File: src/rtl/ctrl_pkg.sv
// Shared encodings for the pipelined control unit: opcode/funct values,
// ALUOp and Branch_op codes, and the ID/EX control bundle layout.
package ctrl_pkg;

    localparam logic [5:0] OP_RTYPE  = 6'b000000;
    localparam logic [5:0] OP_REGIMM = 6'b000001;
    localparam logic [5:0] OP_J      = 6'b000010;
    localparam logic [5:0] OP_JAL    = 6'b000011;
    localparam logic [5:0] OP_BEQ    = 6'b000100;
    localparam logic [5:0] OP_BNE    = 6'b000101;
    localparam logic [5:0] OP_BGTZ   = 6'b000111;
    localparam logic [5:0] OP_ADDI   = 6'b001000;
    localparam logic [5:0] OP_ADDIU  = 6'b001001;
    localparam logic [5:0] OP_SLTI   = 6'b001010;
    localparam logic [5:0] OP_ANDI   = 6'b001100;
    localparam logic [5:0] OP_ORI    = 6'b001101;
    localparam logic [5:0] OP_LUI    = 6'b001111;
    localparam logic [5:0] OP_LW     = 6'b100011;
    localparam logic [5:0] OP_SW     = 6'b101011;

    localparam logic [5:0] FN_SLL  = 6'b000000;
    localparam logic [5:0] FN_SRL  = 6'b000010;
    localparam logic [5:0] FN_SRA  = 6'b000011;
    localparam logic [5:0] FN_JR   = 6'b001000;
    localparam logic [5:0] FN_MFHI = 6'b010000;
    localparam logic [5:0] FN_MFLO = 6'b010010;
    localparam logic [5:0] FN_MULT = 6'b011000;
    localparam logic [5:0] FN_DIV  = 6'b011010;
    localparam logic [5:0] FN_ADD  = 6'b100000;
    localparam logic [5:0] FN_ADDU = 6'b100001;
    localparam logic [5:0] FN_SUB  = 6'b100010;
    localparam logic [5:0] FN_SUBU = 6'b100011;
    localparam logic [5:0] FN_AND  = 6'b100100;
    localparam logic [5:0] FN_OR   = 6'b100101;
    localparam logic [5:0] FN_NOR  = 6'b100111;
    localparam logic [5:0] FN_SLT  = 6'b101010;

    typedef enum logic [3:0] {
        ALU_NONE = 4'b0000,
        ALU_ADD  = 4'b0001,
        ALU_SUB  = 4'b0010,
        ALU_AND  = 4'b0011,
        ALU_OR   = 4'b0100,
        ALU_NOR  = 4'b0101,
        ALU_SLT  = 4'b0110,
        ALU_SLL  = 4'b0111,
        ALU_SRL  = 4'b1000,
        ALU_SRA  = 4'b1001,
        ALU_ADDU = 4'b1010,
        ALU_SUBU = 4'b1011,
        ALU_MULT = 4'b1100,
        ALU_DIV  = 4'b1101,
        ALU_HILO = 4'b1110,
        ALU_LUI  = 4'b1111
    } alu_op_e;

    typedef enum logic [2:0] {
        BR_NONE = 3'b000,
        BR_BEQ  = 3'b001,
        BR_BNE  = 3'b010,
        BR_BGTZ = 3'b011,
        BR_BGEZ = 3'b100
    } br_op_e;

    typedef struct packed {
        logic    reg_write;
        logic    mem_to_reg;
        logic    mem_read;
        logic    mem_write;
        logic    branch;
        logic    reg_dst;
        logic    alu_src;
        alu_op_e alu_op;
        br_op_e  branch_op;
        logic    hilo_sel;
        logic    is_muldiv;
    } ctrl_bundle_t;

endpackage

File: src/rtl/muldiv_busy_ctr.sv
// HI/LO occupancy counter: loaded with the latency when a MULT/DIV bundle
// is registered, counts down to zero. A count of 1 is already "free" so a
// dependent op can issue on the cycle the result lands.
module muldiv_busy_ctr #(
    parameter int unsigned LAT = 4
) (
    input  logic clock,
    input  logic reset,
    input  logic load,
    output logic busy,
    output logic free
);

    localparam int unsigned CW = $clog2(LAT + 1);

    logic [CW-1:0] count;

    // Load on issue, otherwise count down to zero.
    always_ff @(posedge clock) begin
        if (reset) begin
            count <= '0;
        end else if (load) begin
            count <= CW'(LAT);
        end else if (count != '0) begin
            count <= count - 1'b1;
        end
    end

    assign busy = (count != '0);
    assign free = (count <= CW'(1));

endmodule

File: src/rtl/pipe_ctrl_unit.sv
// ID-stage control unit: decodes opcode/funct, registers the control bundle
// into ID/EX, and generates load-use / JR / MULT-DIV stalls, branch flush
// bubbles and illegal-instruction pulses.
module pipe_ctrl_unit
    import ctrl_pkg::*;
#(
    parameter int unsigned ALUOP_W    = 4,
    parameter int unsigned REG_AW     = 5,
    parameter int unsigned MULDIV_LAT = 4,
    parameter int unsigned EN_MULDIV  = 1
) (
    input  logic              clock,
    input  logic              reset,
    input  logic              instr_valid,
    input  logic [5:0]        opcode,
    input  logic [5:0]        funct,
    input  logic [REG_AW-1:0] rs,
    input  logic [REG_AW-1:0] rt,
    input  logic [REG_AW-1:0] ex_rd,
    input  logic              ex_mem_read,
    input  logic              ex_reg_write,
    input  logic              flush,
    output logic              stall,
    output logic              ctrl_valid,
    output logic              RegWrite,
    output logic              MemToReg,
    output logic              MemRead,
    output logic              MemWrite,
    output logic              Branch,
    output logic              RegDst,
    output logic              ALUSrc,
    output logic [ALUOP_W-1:0] ALUOp,
    output logic [2:0]        Branch_op,
    output logic              hilo_sel,
    output logic              muldiv_start,
    output logic              muldiv_busy,
    output logic [1:0]        Jump,
    output logic              J_Jump,
    output logic              illegal
);

    ctrl_bundle_t dec;
    ctrl_bundle_t q;
    logic known, is_jr, is_j, is_jal, uses_rt, is_hilo_op;
    logic load_use, jr_haz, md_haz, stall_raw, go, issue, bad, md_free;

    // Instruction decode: bundle plus hazard-relevant attributes.
    always_comb begin
        dec        = '0;
        known      = 1'b0;
        is_jr      = 1'b0;
        is_j       = 1'b0;
        is_jal     = 1'b0;
        uses_rt    = 1'b0;
        is_hilo_op = 1'b0;
        case (opcode)
            OP_RTYPE: begin
                known         = 1'b1;
                uses_rt       = 1'b1;
                dec.reg_write = 1'b1;
                case (funct)
                    FN_ADD:  dec.alu_op = ALU_ADD;
                    FN_ADDU: dec.alu_op = ALU_ADDU;
                    FN_SUB:  dec.alu_op = ALU_SUB;
                    FN_SUBU: dec.alu_op = ALU_SUBU;
                    FN_AND:  dec.alu_op = ALU_AND;
                    FN_OR:   dec.alu_op = ALU_OR;
                    FN_NOR:  dec.alu_op = ALU_NOR;
                    FN_SLT:  dec.alu_op = ALU_SLT;
                    FN_SLL:  dec.alu_op = ALU_SLL;
                    FN_SRL:  dec.alu_op = ALU_SRL;
                    FN_SRA:  dec.alu_op = ALU_SRA;
                    FN_JR: begin
                        dec.reg_write = 1'b0;
                        is_jr         = 1'b1;
                    end
                    FN_MULT, FN_DIV: begin
                        dec.reg_write = 1'b0;
                        dec.alu_op    = (funct == FN_MULT) ? ALU_MULT : ALU_DIV;
                        dec.is_muldiv = 1'b1;
                        is_hilo_op    = 1'b1;
                        known         = (EN_MULDIV != 0);
                    end
                    FN_MFHI, FN_MFLO: begin
                        dec.alu_op   = ALU_HILO;
                        dec.hilo_sel = (funct == FN_MFHI);
                        is_hilo_op   = 1'b1;
                        known        = (EN_MULDIV != 0);
                    end
                    default: known = 1'b0;
                endcase
            end
            OP_ANDI, OP_ORI, OP_SLTI, OP_ADDI, OP_ADDIU, OP_LUI: begin
                known         = 1'b1;
                dec.alu_src   = 1'b1;
                dec.reg_write = 1'b1;
                dec.reg_dst   = 1'b1;
                case (opcode)
                    OP_ANDI:  dec.alu_op = ALU_AND;
                    OP_ORI:   dec.alu_op = ALU_OR;
                    OP_SLTI:  dec.alu_op = ALU_SLT;
                    OP_ADDI:  dec.alu_op = ALU_ADD;
                    OP_ADDIU: dec.alu_op = ALU_ADDU;
                    default:  dec.alu_op = ALU_LUI;
                endcase
            end
            OP_LW: begin
                known          = 1'b1;
                dec.alu_src    = 1'b1;
                dec.reg_write  = 1'b1;
                dec.reg_dst    = 1'b1;
                dec.mem_read   = 1'b1;
                dec.mem_to_reg = 1'b1;
                dec.alu_op     = ALU_ADD;
            end
            OP_SW: begin
                known         = 1'b1;
                uses_rt       = 1'b1;
                dec.alu_src   = 1'b1;
                dec.mem_write = 1'b1;
                dec.alu_op    = ALU_ADD;
            end
            OP_BEQ: begin
                known         = 1'b1;
                uses_rt       = 1'b1;
                dec.branch    = 1'b1;
                dec.branch_op = BR_BEQ;
            end
            OP_BNE: begin
                known         = 1'b1;
                uses_rt       = 1'b1;
                dec.branch    = 1'b1;
                dec.branch_op = BR_BNE;
            end
            OP_BGTZ: begin
                known         = 1'b1;
                dec.branch    = 1'b1;
                dec.branch_op = BR_BGTZ;
            end
            OP_REGIMM: begin
                known         = 1'b1;
                dec.branch    = 1'b1;
                dec.branch_op = BR_BGEZ;
            end
            OP_J: begin
                known = 1'b1;
                is_j  = 1'b1;
            end
            OP_JAL: begin
                known  = 1'b1;
                is_jal = 1'b1;
            end
            default: known = 1'b0;
        endcase
    end

    // Hazard detection and issue qualification; flush overrides any stall.
    always_comb begin
        load_use  = ex_mem_read && (ex_rd != '0) &&
                    ((ex_rd == rs) || ((ex_rd == rt) && uses_rt));
        jr_haz    = is_jr && ex_reg_write && (ex_rd == rs) && (rs != '0);
        md_haz    = is_hilo_op && !md_free;
        stall_raw = instr_valid && (load_use || jr_haz || md_haz);
        go        = !reset && instr_valid && !flush && !stall_raw;
        issue     = go && known;
        bad       = go && !known;
        stall     = !reset && !flush && stall_raw;
        J_Jump    = go && (is_j || is_jal);
        if (go && is_jr) begin
            Jump = 2'b01;
        end else if (go && is_jal) begin
            Jump = 2'b11;
        end else begin
            Jump = 2'b00;
        end
    end

    // ID/EX control register: decoded bundle on issue, bubble otherwise.
    always_ff @(posedge clock) begin
        if (reset) begin
            q          <= '0;
            ctrl_valid <= 1'b0;
            illegal    <= 1'b0;
        end else begin
            q          <= issue ? dec : '0;
            ctrl_valid <= issue;
            illegal    <= bad;
        end
    end

    muldiv_busy_ctr #(.LAT(MULDIV_LAT)) u_busy (
        .clock (clock),
        .reset (reset),
        .load  (issue && dec.is_muldiv),
        .busy  (muldiv_busy),
        .free  (md_free)
    );

    assign RegWrite     = q.reg_write;
    assign MemToReg     = q.mem_to_reg;
    assign MemRead      = q.mem_read;
    assign MemWrite     = q.mem_write;
    assign Branch       = q.branch;
    assign RegDst       = q.reg_dst;
    assign ALUSrc       = q.alu_src;
    assign ALUOp        = ALUOP_W'(q.alu_op);
    assign Branch_op    = q.branch_op;
    assign hilo_sel     = q.hilo_sel;
    assign muldiv_start = q.is_muldiv;

endmodule

File: config.mk
export PLATFORM = sky130hd
export DESIGN_NAME = pipe_ctrl_unit
export DESIGN_NICKNAME = d
export VERILOG_FILES = /design/src/rtl/ctrl_pkg.sv /design/src/rtl/muldiv_busy_ctr.sv /design/src/rtl/pipe_ctrl_unit.sv
export SDC_FILE = /design/constraint.sdc
export NUM_CORES = 1
export LEC_CHECK = 0
export CORE_AREA = 3 3 60 62
export CTS_BUF_LIST = sky130_fd_sc_hd__clkbuf_4 sky130_fd_sc_hd__clkbuf_8 sky130_fd_sc_hd__clkbuf_16
export DETAILED_ROUTE_END_ITERATION = 6
export DIE_AREA = 0 0 63 65
export GPL_TIMING_DRIVEN = 1
export PLACE_DENSITY = 0.82
export SYNTH_ARGS = -nofsm -noshare
export SYNTH_HDL_FRONTEND = slang
export SYNTH_SLANG_ARGS = --single-unit
File: constraint.sdc
create_clock -name clock -period 8 [get_ports clock]
set_input_delay 2 -clock clock [delete_from_list [all_inputs] [get_ports clock]]
set_output_delay 2 -clock clock [all_outputs]
set_load 0.02 [all_outputs]
==> results by group <==
Outcome
  – Status: finished, final reports clean

Setup path
  – Crit path top cell by count: clkdlybuf4s50_1
  – Critical path startpoint category: input pin
  – CP startpoint: opcode[1]
  – Critical Path, Cell by Cell: clkdlybuf4s50_1 > nor4_1 > nand4_1 > a211oi_1 > a311oi_4 > and2b_2 > clkdlybuf4s50_1
  – CP endpoint kind: output port
  – Crit path depth: 7
  – WS Path Type: in -> out
  – CP max FO: 13
  – Worst r2r dst: u_busy.count[0]
  – Critical path's largest stage delay: 660 ps
  – Critical Path Slowest Stage Cell: clkdlybuf4s50_1
  – Crit path capture: stall
  – Worst path buffer plus inverter count: 2
  – RR Startpoint: u_busy.count[2]
  – R2R depth: 5
  – Worst Path Required: 6000 ps
  – Cell family with most CP delay: buffers and inverters
  – Flop2flop setup slack: 6460 ps
  – Crit path DAT: 4950 ps

Yosys
  – Mapped Area: 1423 um2
  – Synthesis warning total: 0
  – Yosys top cell area share: 28.14%
  – Synth area leader: dfxtp_1
  – Netlist cell types: 48
  – Top_reg_cell synth: dfxtp_1
  – FF+latch count, synth: 20
  – Post-synthesis mux area share: 1.495%
  – Combinational family with the most area after synthesis: simple AND/OR/NAND/NOR gates
  – Post-synthesis adder-cell area fraction: 2.639%
  – Fraction of registers with async set or reset after synthesis: 0%
  – EDFF count, synth: 0
  – Seq/Total Area, Yosys: 28.14%
  – XOR/XNOR Fraction of Synth Area: 9.235%
  – Synthesized area per cell: 7.860 um2
  – Mapped Nets: 217
  – Synth Area in Simple Gates: 28.41%
  – Synth top area cells: dfxtp_1 28%, xor2_1 5.5%, nor2_1 5.0%
  – Synth Area in Compound Gates: 24.19%
  – Syn Inst Count: 181

Clock network
  – CTS Hold Bufs: 0
  – CTS H-tree lvls: 1
  – Clock root buffer: clkbuf_4
  – # resized after CTS: 0
  – Clk Latency, worst-skew pair: 290 ps
  – Post-CTS setup buffers: 0
  – CTS Sinks: 20
  – CTS buffer count: 3
  – CTS tree: yes
  – Clock slew at reported path FFs: 100 ps
  – Clock Tree Buf Depth: 2

Final layout
  – ANT cells: 0
  – Design area: 2026 um2
  – Syn-to-layout area delta: 42.39%
  – Post-layout net count: 268
  – Fin cells: 275
  – Ratio of cells with drive above 1 in the final layout: 6.061%

Global route
  – Antenna violations before repair: 0
  – Pin count of the biggest net entering global routing: 17
  – Vias in the first global route: 1382
  – First-pass GRT wire length: 5989 um
  – All-layer global routing usage: 17.83%
  – Global-route congestion overflow total: 0
  – Met3 Use GR: 2.773%
  – GR met1 Demand/Resource: 21.72%
  – Most used routing layer: met2
  – Met2 usage: 31.36%

Die
  – I/O pin count: 56
  – Die Span Y: 65 um
  – DIE AREA: 4095 um2
  – Core area: 3078 um2
  – DIE WIDTH: 63 um
  – Starting Density: 46.22%
  – Row count: 20

Timing
  – Slew @ Worst Pin: 750.1 ps
  – Max transition margin: 49.89%
  – Fin crit share: 86.86%
  – Crit path time final: 6949 ps
  – Timing-limited maximum frequency: 143.9 MHz
  – RSZ-0062 raised after global routing: false
  – Setup TNS: 0 ps
  – Setup violations, final: 0
  – Worst Skew: 4.184 ps
  – Final Hold Viols: 0
  – Max Slew Vio Count: 0

Power
  – VDD IR max: 0.00008787 V
  – Pwr Density: 130.1 nW/um2
  – Leak Pwr: 0.0007075 uW
  – Power, Total: 263.5 uW

Detailed routing
  – Vias post-DR: 1503
  – Drt drc: 0
  – Final WL: 3543 um
  – First drt pass iteration count: 4
  – DR WL/cell: 12.88 um
  – Vias per inst: 5.465
  – Initial drt markers: 68
  – Antenna Violating Nets Remaining: 0

Worst hold path
  – Min-delay worst type: reg -> reg
  – Hold-critical path depth: 2

Place
  – PortBufs: 55
  – Post-Place Cell Area: 1989 um2
  – GPL Wtd Cong: 0.8692
  – Placed Cells: 271
  – DP Wirelength: 2906 um

Job
  – Max Cap Viol: 0
## cells by family after synthesis
family                   count (synthesis)
AND/OR/NAND/NOR                         73
AO/OA/AOI/OAI                           47
buffers and inverters                   21
flip-flops                              20
XOR/XNOR                                15
adder cells (fa/ha/maj)                  3
multiplexers                             2
## worst min-delay path by stage
stage / start / to / slack, ps
after floorplan: u_busy.count[2] / u_busy.count[2] / 550
after global placement: u_busy.count[2] / u_busy.count[2] / 610
after detailed placement: u_busy.count[2] / u_busy.count[2] / 610
after CTS: u_busy.count[2] / u_busy.count[2] / 630
after global routing: u_busy.count[1] / u_busy.count[1] / 670
final: u_busy.count[2] / u_busy.count[2] / 630
## sequential cells by signal, indices dropped and copies added, names as in the netlist
register      count
ctrl_valid        1
RegWrite          1
Branch            1
muldiv_start      1
hilo_sel          1
RegDst            1
ALUSrc            1
ALUOp             4
MemToReg          1
MemWrite          1
u_busy.count      3
Branch_op         3
illegal           1
## where the power goes
| part | leakage, uW | total, uW | internal (uW) | switching (uW) |
|---|---|---|---|---|
| Clock | 0.0000210 | 55.9 | 27.7 | 28.2 |
| Sequential | 0.000162 | 107 | 104 | 2.99 |
| Combinational | 0.000525 | 100 | 48.5 | 51.8 |
| Total | 0.000708 | 263 | 181 | 82.9 |
## synth_stat cells (2+ instances only)
library cell and number:
o21ai_2 2, nor4b_1 2, nor3_1 8, nor3b_1 2
a21oi_1 14, nand2_1 9, nand4_1 3, nor2b_1 5
o31a_1 3, clkbuf_1 6, nand2b_1 7, xnor2_1 6
xor2_1 9, a31oi_1 3, nor4_1 5, inv_1 12
nor2_1 19, or4_1 3, dfxtp_1 20, o21ai_0 10
ha_1 3, a32oi_1 4
## metal layers
layer	up-vias	routed length, um
met4	0	49
met5	-	0
met2	77	1729
met3	6	282
met1	665	1482
li1	755	-
## layout make-up
cell class / count / area, um2
clock buffers: 4 / 36.28
fillers: 288 / 1052
inverters: 12 / 45.04
multi-input cells: 140 / 938.4
flip-flops and latches: 20 / 400.4
well taps: 44 / 55.05
repair buffers: 55 / 550.5
## cells in the final DEF (no fill, tap or decap), drive strengths merged, types with 2 or more instances in the layout
cell and count:
o211ai 2, a31oi 3, nand4 3, or4 3, dfxtp 20, o21ai 12, nand2 10, a21oi 14
nor4b 2, xnor2 6, xor2 9, o31a 3, ha 3, nor2 19, a32oi 4, o32ai 2
nor4 6, nand2b 7, inv 12, nor3 8, clkdlybuf4s50 55, nor2b 5, nor3b 2, clkbuf 4
## through the flow
stage	utilization, %	hold slack [ps]	setup slack, ps
2_1_floorplan	-	552.5	1927
3_3_place_gp	64.63	606.8	1126
3_5_place_dp	64.63	606.1	1079
4_1_cts	65.81	634.5	1070
5_1_grt	65.81	665.4	800.5
6_report	65.81	633.1	1051
## worst register-to-register path, delay by kind of cell (launching register included)
family	cells	cell delay (ps)
compound gates	3	820
buf+inv	1	80
flops	1	340
simple gates	1	200
Note: power is estimated with default switching activity, not from simulation.
